`config.mk`:
```
export PLATFORM = sky130hd
export DESIGN_NAME = cmp_edge_stamp
export DESIGN_NICKNAME = d
export VERILOG_FILES = /design/src/rtl/cmp_edge_stamp.sv
export SDC_FILE = /design/constraint.sdc
export NUM_CORES = 1
export LEC_CHECK = 0
export ABC_AREA = 1
export ABC_CLOCK_PERIOD_IN_PS = 3400
export CORE_MARGIN = 10
export CORE_UTILIZATION = 35
export DETAILED_ROUTE_END_ITERATION = 7
export GPL_TIMING_DRIVEN = 0
export PLACE_DENSITY = 0.62
export SETUP_SLACK_MARGIN = 0.3
export SLEW_MARGIN = 20
export SYNTH_ARGS = -nofsm -noshare
export SYNTH_HDL_FRONTEND = slang
export SYNTH_SLANG_ARGS = --single-unit
```
`constraint.sdc`:
```
create_clock -name adc_clk -period 3.4 [get_ports adc_clk]
set_clock_uncertainty 0.05 [all_clocks]
set_input_delay 0.85 -clock adc_clk [delete_from_list [all_inputs] [get_ports adc_clk]]
set_output_delay 0.85 -clock adc_clk [all_outputs]
set_load 0.02 [all_outputs]
```
`src/rtl/cmp_edge_stamp.sv`:
```
// cmp_edge_stamp: multi-channel comparator edge timestamper (adc_clk domain).
// After an arm pulse, records per channel the sample index of the first
// comparator rising edge, counted from the first armed word, and returns the
// result through a valid/ready handshake. Ends by timeout if a channel never fires.
// Optional macro CMP_EDGE_POL_EN: adds per-channel edge_pol input
// (0 = rising, 1 = falling), sampled on the arm cycle.

// Per-channel edge finder: lowest rising-edge index within one word,
// using the previous word's last sample for the bit-0 comparison.
module cmp_edge_find #(
    parameter int WORD_W = 8,
    parameter int IDX_W  = 3
) (
    input  logic [WORD_W-1:0] word,
    input  logic              prev,
    input  logic              pol,
    output logic              hit,
    output logic [IDX_W-1:0]  idx
);
    logic [WORD_W-1:0] w;
    logic [WORD_W-1:0] rise;
    logic              p;

    // Falling-edge mode is rising-edge detection on the inverted stream.
    assign w    = word ^ {WORD_W{pol}};
    assign p    = prev ^ pol;
    assign rise = w & ~{w[WORD_W-2:0], p};
    assign hit  = |rise;

    // Priority encode: scan downwards so the lowest set index wins.
    always_comb begin
        idx = '0;
        for (int i = WORD_W - 1; i >= 0; i--) begin
            if (rise[i]) idx = IDX_W'(i);
        end
    end
endmodule

module cmp_edge_stamp #(
    parameter int NUM_CH        = 2,
    parameter int WORD_W        = 8,
    parameter int CNT_W         = 10,
    parameter int TIMEOUT_WORDS = 1023,
    localparam int IDX_W        = $clog2(WORD_W),
    localparam int TS_W         = CNT_W + IDX_W
) (
    input  logic                     adc_clk,
    input  logic                     reset_n,
    input  logic                     ce,
    input  logic [NUM_CH*WORD_W-1:0] data_in,
`ifdef CMP_EDGE_POL_EN
    input  logic [NUM_CH-1:0]        edge_pol,
`endif
    input  logic                     arm,
    output logic                     busy,
    output logic                     ts_valid,
    input  logic                     ts_ready,
    output logic [NUM_CH*TS_W-1:0]   ts_data,
    output logic [NUM_CH-1:0]        ts_hit,
    output logic                     timeout
);
    typedef enum logic [1:0] {S_IDLE, S_ARMED, S_DONE} state_t;

    state_t state, state_nx;

    logic [NUM_CH-1:0][WORD_W-1:0] word_v;
    logic [NUM_CH-1:0][IDX_W-1:0]  edge_idx;
    logic [NUM_CH-1:0][TS_W-1:0]   ts_q;
    logic [NUM_CH-1:0]             prev_bit;
    logic [NUM_CH-1:0]             pol_q;
    logic [NUM_CH-1:0]             edge_hit;
    logic [NUM_CH-1:0]             new_hit;
    logic [NUM_CH-1:0]             hit_after;
    logic [CNT_W-1:0]              word_cnt;
    logic                          all_hit;
    logic                          last_word;
    logic                          arm_go;
    logic                          armed_ce;

    assign word_v    = data_in;
    assign ts_data   = ts_q;
    assign arm_go    = (state == S_IDLE) && arm;
    assign armed_ce  = (state == S_ARMED) && ce;
    assign new_hit   = edge_hit & ~ts_hit;
    assign hit_after = ts_hit | new_hit;
    assign all_hit   = &hit_after;
    assign last_word = (word_cnt == CNT_W'(TIMEOUT_WORDS - 1));
    assign busy      = (state != S_IDLE);
    assign ts_valid  = (state == S_DONE);

    for (genvar g = 0; g < NUM_CH; g++) begin : g_ch
        cmp_edge_find #(.WORD_W(WORD_W), .IDX_W(IDX_W)) u_find (
            .word (word_v[g]),
            .prev (prev_bit[g]),
            .pol  (pol_q[g]),
            .hit  (edge_hit[g]),
            .idx  (edge_idx[g])
        );
    end

`ifdef CMP_EDGE_POL_EN
    // Edge polarity is latched at arm and held for the whole capture.
    always_ff @(posedge adc_clk or negedge reset_n) begin
        if (!reset_n)    pol_q <= '0;
        else if (arm_go) pol_q <= edge_pol;
    end
`else
    assign pol_q = '0;
`endif

    // Last sample of every valid word, kept in all states for boundary continuity.
    always_ff @(posedge adc_clk or negedge reset_n) begin
        if (!reset_n) begin
            prev_bit <= '0;
        end else if (ce) begin
            for (int c = 0; c < NUM_CH; c++) prev_bit[c] <= word_v[c][WORD_W-1];
        end
    end

    // State register.
    always_ff @(posedge adc_clk or negedge reset_n) begin
        if (!reset_n) state <= S_IDLE;
        else          state <= state_nx;
    end

    // Next-state: arm only from IDLE, complete on all-hit or last counted word.
    always_comb begin
        state_nx = state;
        case (state)
            S_IDLE:  if (arm) state_nx = S_ARMED;
            S_ARMED: if (ce && (all_hit || last_word)) state_nx = S_DONE;
            S_DONE:  if (ts_ready) state_nx = S_IDLE;
            default: state_nx = S_IDLE;
        endcase
    end

    // Capture datapath: clear on arm, record first edge per channel while armed.
    always_ff @(posedge adc_clk or negedge reset_n) begin
        if (!reset_n) begin
            word_cnt <= '0;
            ts_hit   <= '0;
            ts_q     <= '0;
            timeout  <= 1'b0;
        end else if (arm_go) begin
            word_cnt <= '0;
            ts_hit   <= '0;
            ts_q     <= '0;
            timeout  <= 1'b0;
        end else if (armed_ce) begin
            // Counter stops at the timeout word so it can never wrap.
            if (!last_word) word_cnt <= word_cnt + 1'b1;
            ts_hit <= hit_after;
            for (int c = 0; c < NUM_CH; c++) begin
                if (new_hit[c]) ts_q[c] <= {word_cnt, edge_idx[c]};
            end
            if (!all_hit && last_word) timeout <= 1'b1;
        end
    end
endmodule

```
==> flow_metrics.py <==
metrics = {
    "floorplan": {
        "die_x_um": 104.5,
        "io-pin-count": 52,
        "start_util": 0.3639,
        "rows": 30,
        "coreArea_mm2": 0.006869,
        "die-area_mm2": 0.01092,
        "die_y_um": 104.5,
    },
    "flow_run": {
        "cap_violations": 0,
    },
    "clocking": {
        "ctsLongestPathBuffers": 2,
        "cts_tree": "done",
        "cts_resized": 0,
        "clk_pin_slew_ps": 80,
        "post_cts_buffers": 0,
        "cts_root_buf": "clkbuf_8",
        "htreeDepth": 2,
        "numCtsBuffers": 5,
        "insertion_delay_ps": 300,
        "clock_sinks": 43,
        "ctsHoldBuffers": 0,
    },
    "timing": {
        "max_slew_margin": 0.7807,
        "fin_ws_ps": 1007,
        "hold-worst-slack_ps": 389.2,
        "fmax_ghz": 0.4179,
        "min_period_ps": 2393,
        "setup_viol": 0,
        "fin_crit_sh": 0.7038,
        "rsz0062_at_grt": "no",
        "final_max_slew_viol_count": 0,
        "finalHoldViolations": 0,
        "finalSetupTns_ps": 0,
        "tightest_slew_ps": 328.9,
    },
    "logic_synthesis": {
        "yosys.area.top_type": "dfrtp_1",
        "synth_ff_type": "dfrtp_1",
        "async_flop_share": 1.000,
        "ys_warn_count": 0,
        "synth_seq_cells": 43,
        "syn_inst": 301,
        "synth_edf_count": 0,
        "avgSynthCellArea_um2": 8.305,
        "synth_top_area_share": 0.4304,
        "synth.distinct_cells": 30,
        "syn-cell-area_mm2": 0.002500,
        "syn-num-nets": 324,
        "ys_top_cells_by_area": "dfrtp_1 43%, nand2_1 15%, nand2_4 6.3%",
        "seq_area_frac_synth": 0.4304,
    },
    "worst_setup_path": {
        "crit_chain": "nor2_1, clkdlybuf4s50_1",
        "cp_slowest_cell": "clkdlybuf4s50_1",
        "crit_path_end_kind": "primary output",
        "crit_family": "buffers and inverters",
        "slowest_delay_ps": 630,
        "cp.buffers_inverters": 1,
        "crit_fanout": 3,
        "crit_type": "reg2out",
        "startpoint_type": "flip-flop",
        "crit_required_ps": 2500,
        "arrival_ps": 1490,
    },
    "routing": {
        "met2_length_um": 2743,
        "route.met3.wl_um": 320,
        "m1WireLength_um": 2516,
        "drc": 0,
        "drtIter0Drc": 114,
        "highest_layer": "met4",
        "totalWireLength_um": 5679,
        "dr_total_vias": 2056,
        "wl_per_cell_um": 12.43,
        "avgViaCountPerCell": 4.499,
        "ant_nets": 0,
        "drtPass1Iterations": 4,
    },
    "placement": {
        "globalplace.congestion": 0.8396,
        "dp_hpwl_um": 4522,
        "placed_area_mm2": 0.003146,
        "post-place-ws_ps": 893.1,
        "numPortBuffers": 51,
    },
    "power_and_ir_drop": {
        "power.internal_mw": 1.294,
        "p_leak_nw": 1.647,
        "ir_drop_uv": 339.9,
        "power.share.switching": 0.3979,
        "total_power_mw": 2.150,
        "seqPwrFrac": 0.332,
        "p_per_area_mw_per_mm2": 655.8,
        "p_clk_frac": 0.220,
        "comb_power_share": 0.448,
        "switchingPower_mw": 0.8555,
    },
    "hold_path": {
        "holdCritPathClass": "in2async",
    },
    "grt": {
        "grt_max_degree": 33,
        "grt_pass1_vias": 2084,
        "grt_pass1_wl_um": 9929,
        "grt_overflow_total": 0,
        "antenna_found_initial": 0,
        "grt_usage": 0.1078,
    },
    "layout": {
        "fill_cells": 684,
        "syn_to_final_growth_pct": 31.13,
        "n_antenna_cell": 0,
        "nNetsFinal": 383,
        "final_layout_size_suffix_gt1_frac": 0.1939,
        "fin_area_mm2": 0.003278,
    },
    "run_status": {
        "outcome": "finished clean",
    },
}
per-layer routing:
metal	track usage	vias up
li1	-	1059
met5	0	-
met1	0.1278	943
met3	0.02788	8
met2	0.1804	46
met4	0.04473	0
power by group through the flow:
stage | combinational [mW] | clock (mW) | sequential (mW)
final | 0.964 | 0.473 | 0.713
after global routing | 1.06 | 0.504 | 0.730
after CTS | 0.985 | 0.484 | 0.714
after detailed placement | 0.982 | 0 | 0.723
after global placement | 0.971 | 0 | 0.721
after floorplan | 0.586 | 0 | 0.789
cells in the final DEF, fill, tap and decap left out:
cell type / n
ha_1: 2
o31ai_1: 1
dfrtp_1: 43
nand3b_1: 2
nor3_4: 1
a31oi_1: 3
nand4_2: 2
bufinv_16: 2
nor2_1: 19
buf_4: 2
or2_2: 2
buf_6: 2
nand4_1: 8
nand2_1: 99
o21ai_2: 7
buf_2: 3
nor3b_1: 1
o21ai_0: 9
a21oi_1: 4
buf_12: 2
nand3_1: 11
nand3_2: 1
nor3_1: 5
inv_2: 4
nor2_2: 1
nor2_4: 2
nand2_4: 14
clkbuf_8: 5
nand2_2: 14
inv_1: 33
nor2_8: 5
inv_4: 1
clkbuf_1: 1
clkdlybuf4s50_1: 50
state kept, by name, indices dropped and copies added, names as in the netlist:
register  cells
ts_hit        2
word_cnt     10
timeout       1
ts_data      26
prev_bit      2
state         2
through the flow:
stage,std cells,utilization
floorplan,301,-
finish,457,0.4772
global route,457,0.4772
global placement,448,0.4557
detailed placement,449,0.4579
CTS,457,0.4772
cell usage after synthesis, types with 3 or more instances:
master	n
nand3_1	11
inv_1	33
nand4_1	8
nand2_4	14
nor2_1	19
a31oi_1	3
dfrtp_1	43
inv_2	4
nor2_8	5
o21ai_2	7
a21oi_1	4
nand2_2	14
nand2_1	99
o21ai_0	9
nor3_1	5
path summary, 6_finish.rpt:
path	from	to	slack [ps]	cells past startpoint
worst max register to register	word_cnt[0]$_DFFE_PN0P_	word_cnt[7]$_DFFE_PN0P_	1710	10
max in group asynchronous	reset_n	ts_data[18]$_DFFE_PN0P_	2440	2
worst max-delay path	state[0]$_DFFE_PN0P_	ts_valid	1010	2
worst min-delay path	reset_n	word_cnt[8]$_DFFE_PN0P_	390	1
min in group adc_clk	ts_data[21]$_DFFE_PN0P_	ts_data[21]$_DFFE_PN0P_	430	2
worst min register to register	ts_data[21]$_DFFE_PN0P_	ts_data[21]$_DFFE_PN0P_	430	2
cell type report:
cell class	instances	area [um2]	area share
well taps	96	120.1	0.03664
flip-flops and latches	43	1076	0.3282
repair buffers	52	525.5	0.1603
clock buffers	6	72.57	0.02214
multi-input cells	213	1211	0.3695
inverters	38	145.1	0.04427
plain buffers	7	67.56	0.02061
clock inverters	2	60.06	0.01832
cell families after synthesis:
kind of cell | after synthesis | synth area share
buffers and inverters | 45 | 0.08508
adder cells (fa/ha/maj) | 2 | 0.01001
AO/OA/AOI/OAI | 24 | 0.06106
AND/OR/NAND/NOR | 187 | 0.4134
flip-flops | 43 | 0.4304
Note: power is estimated with default switching activity, not from simulation.
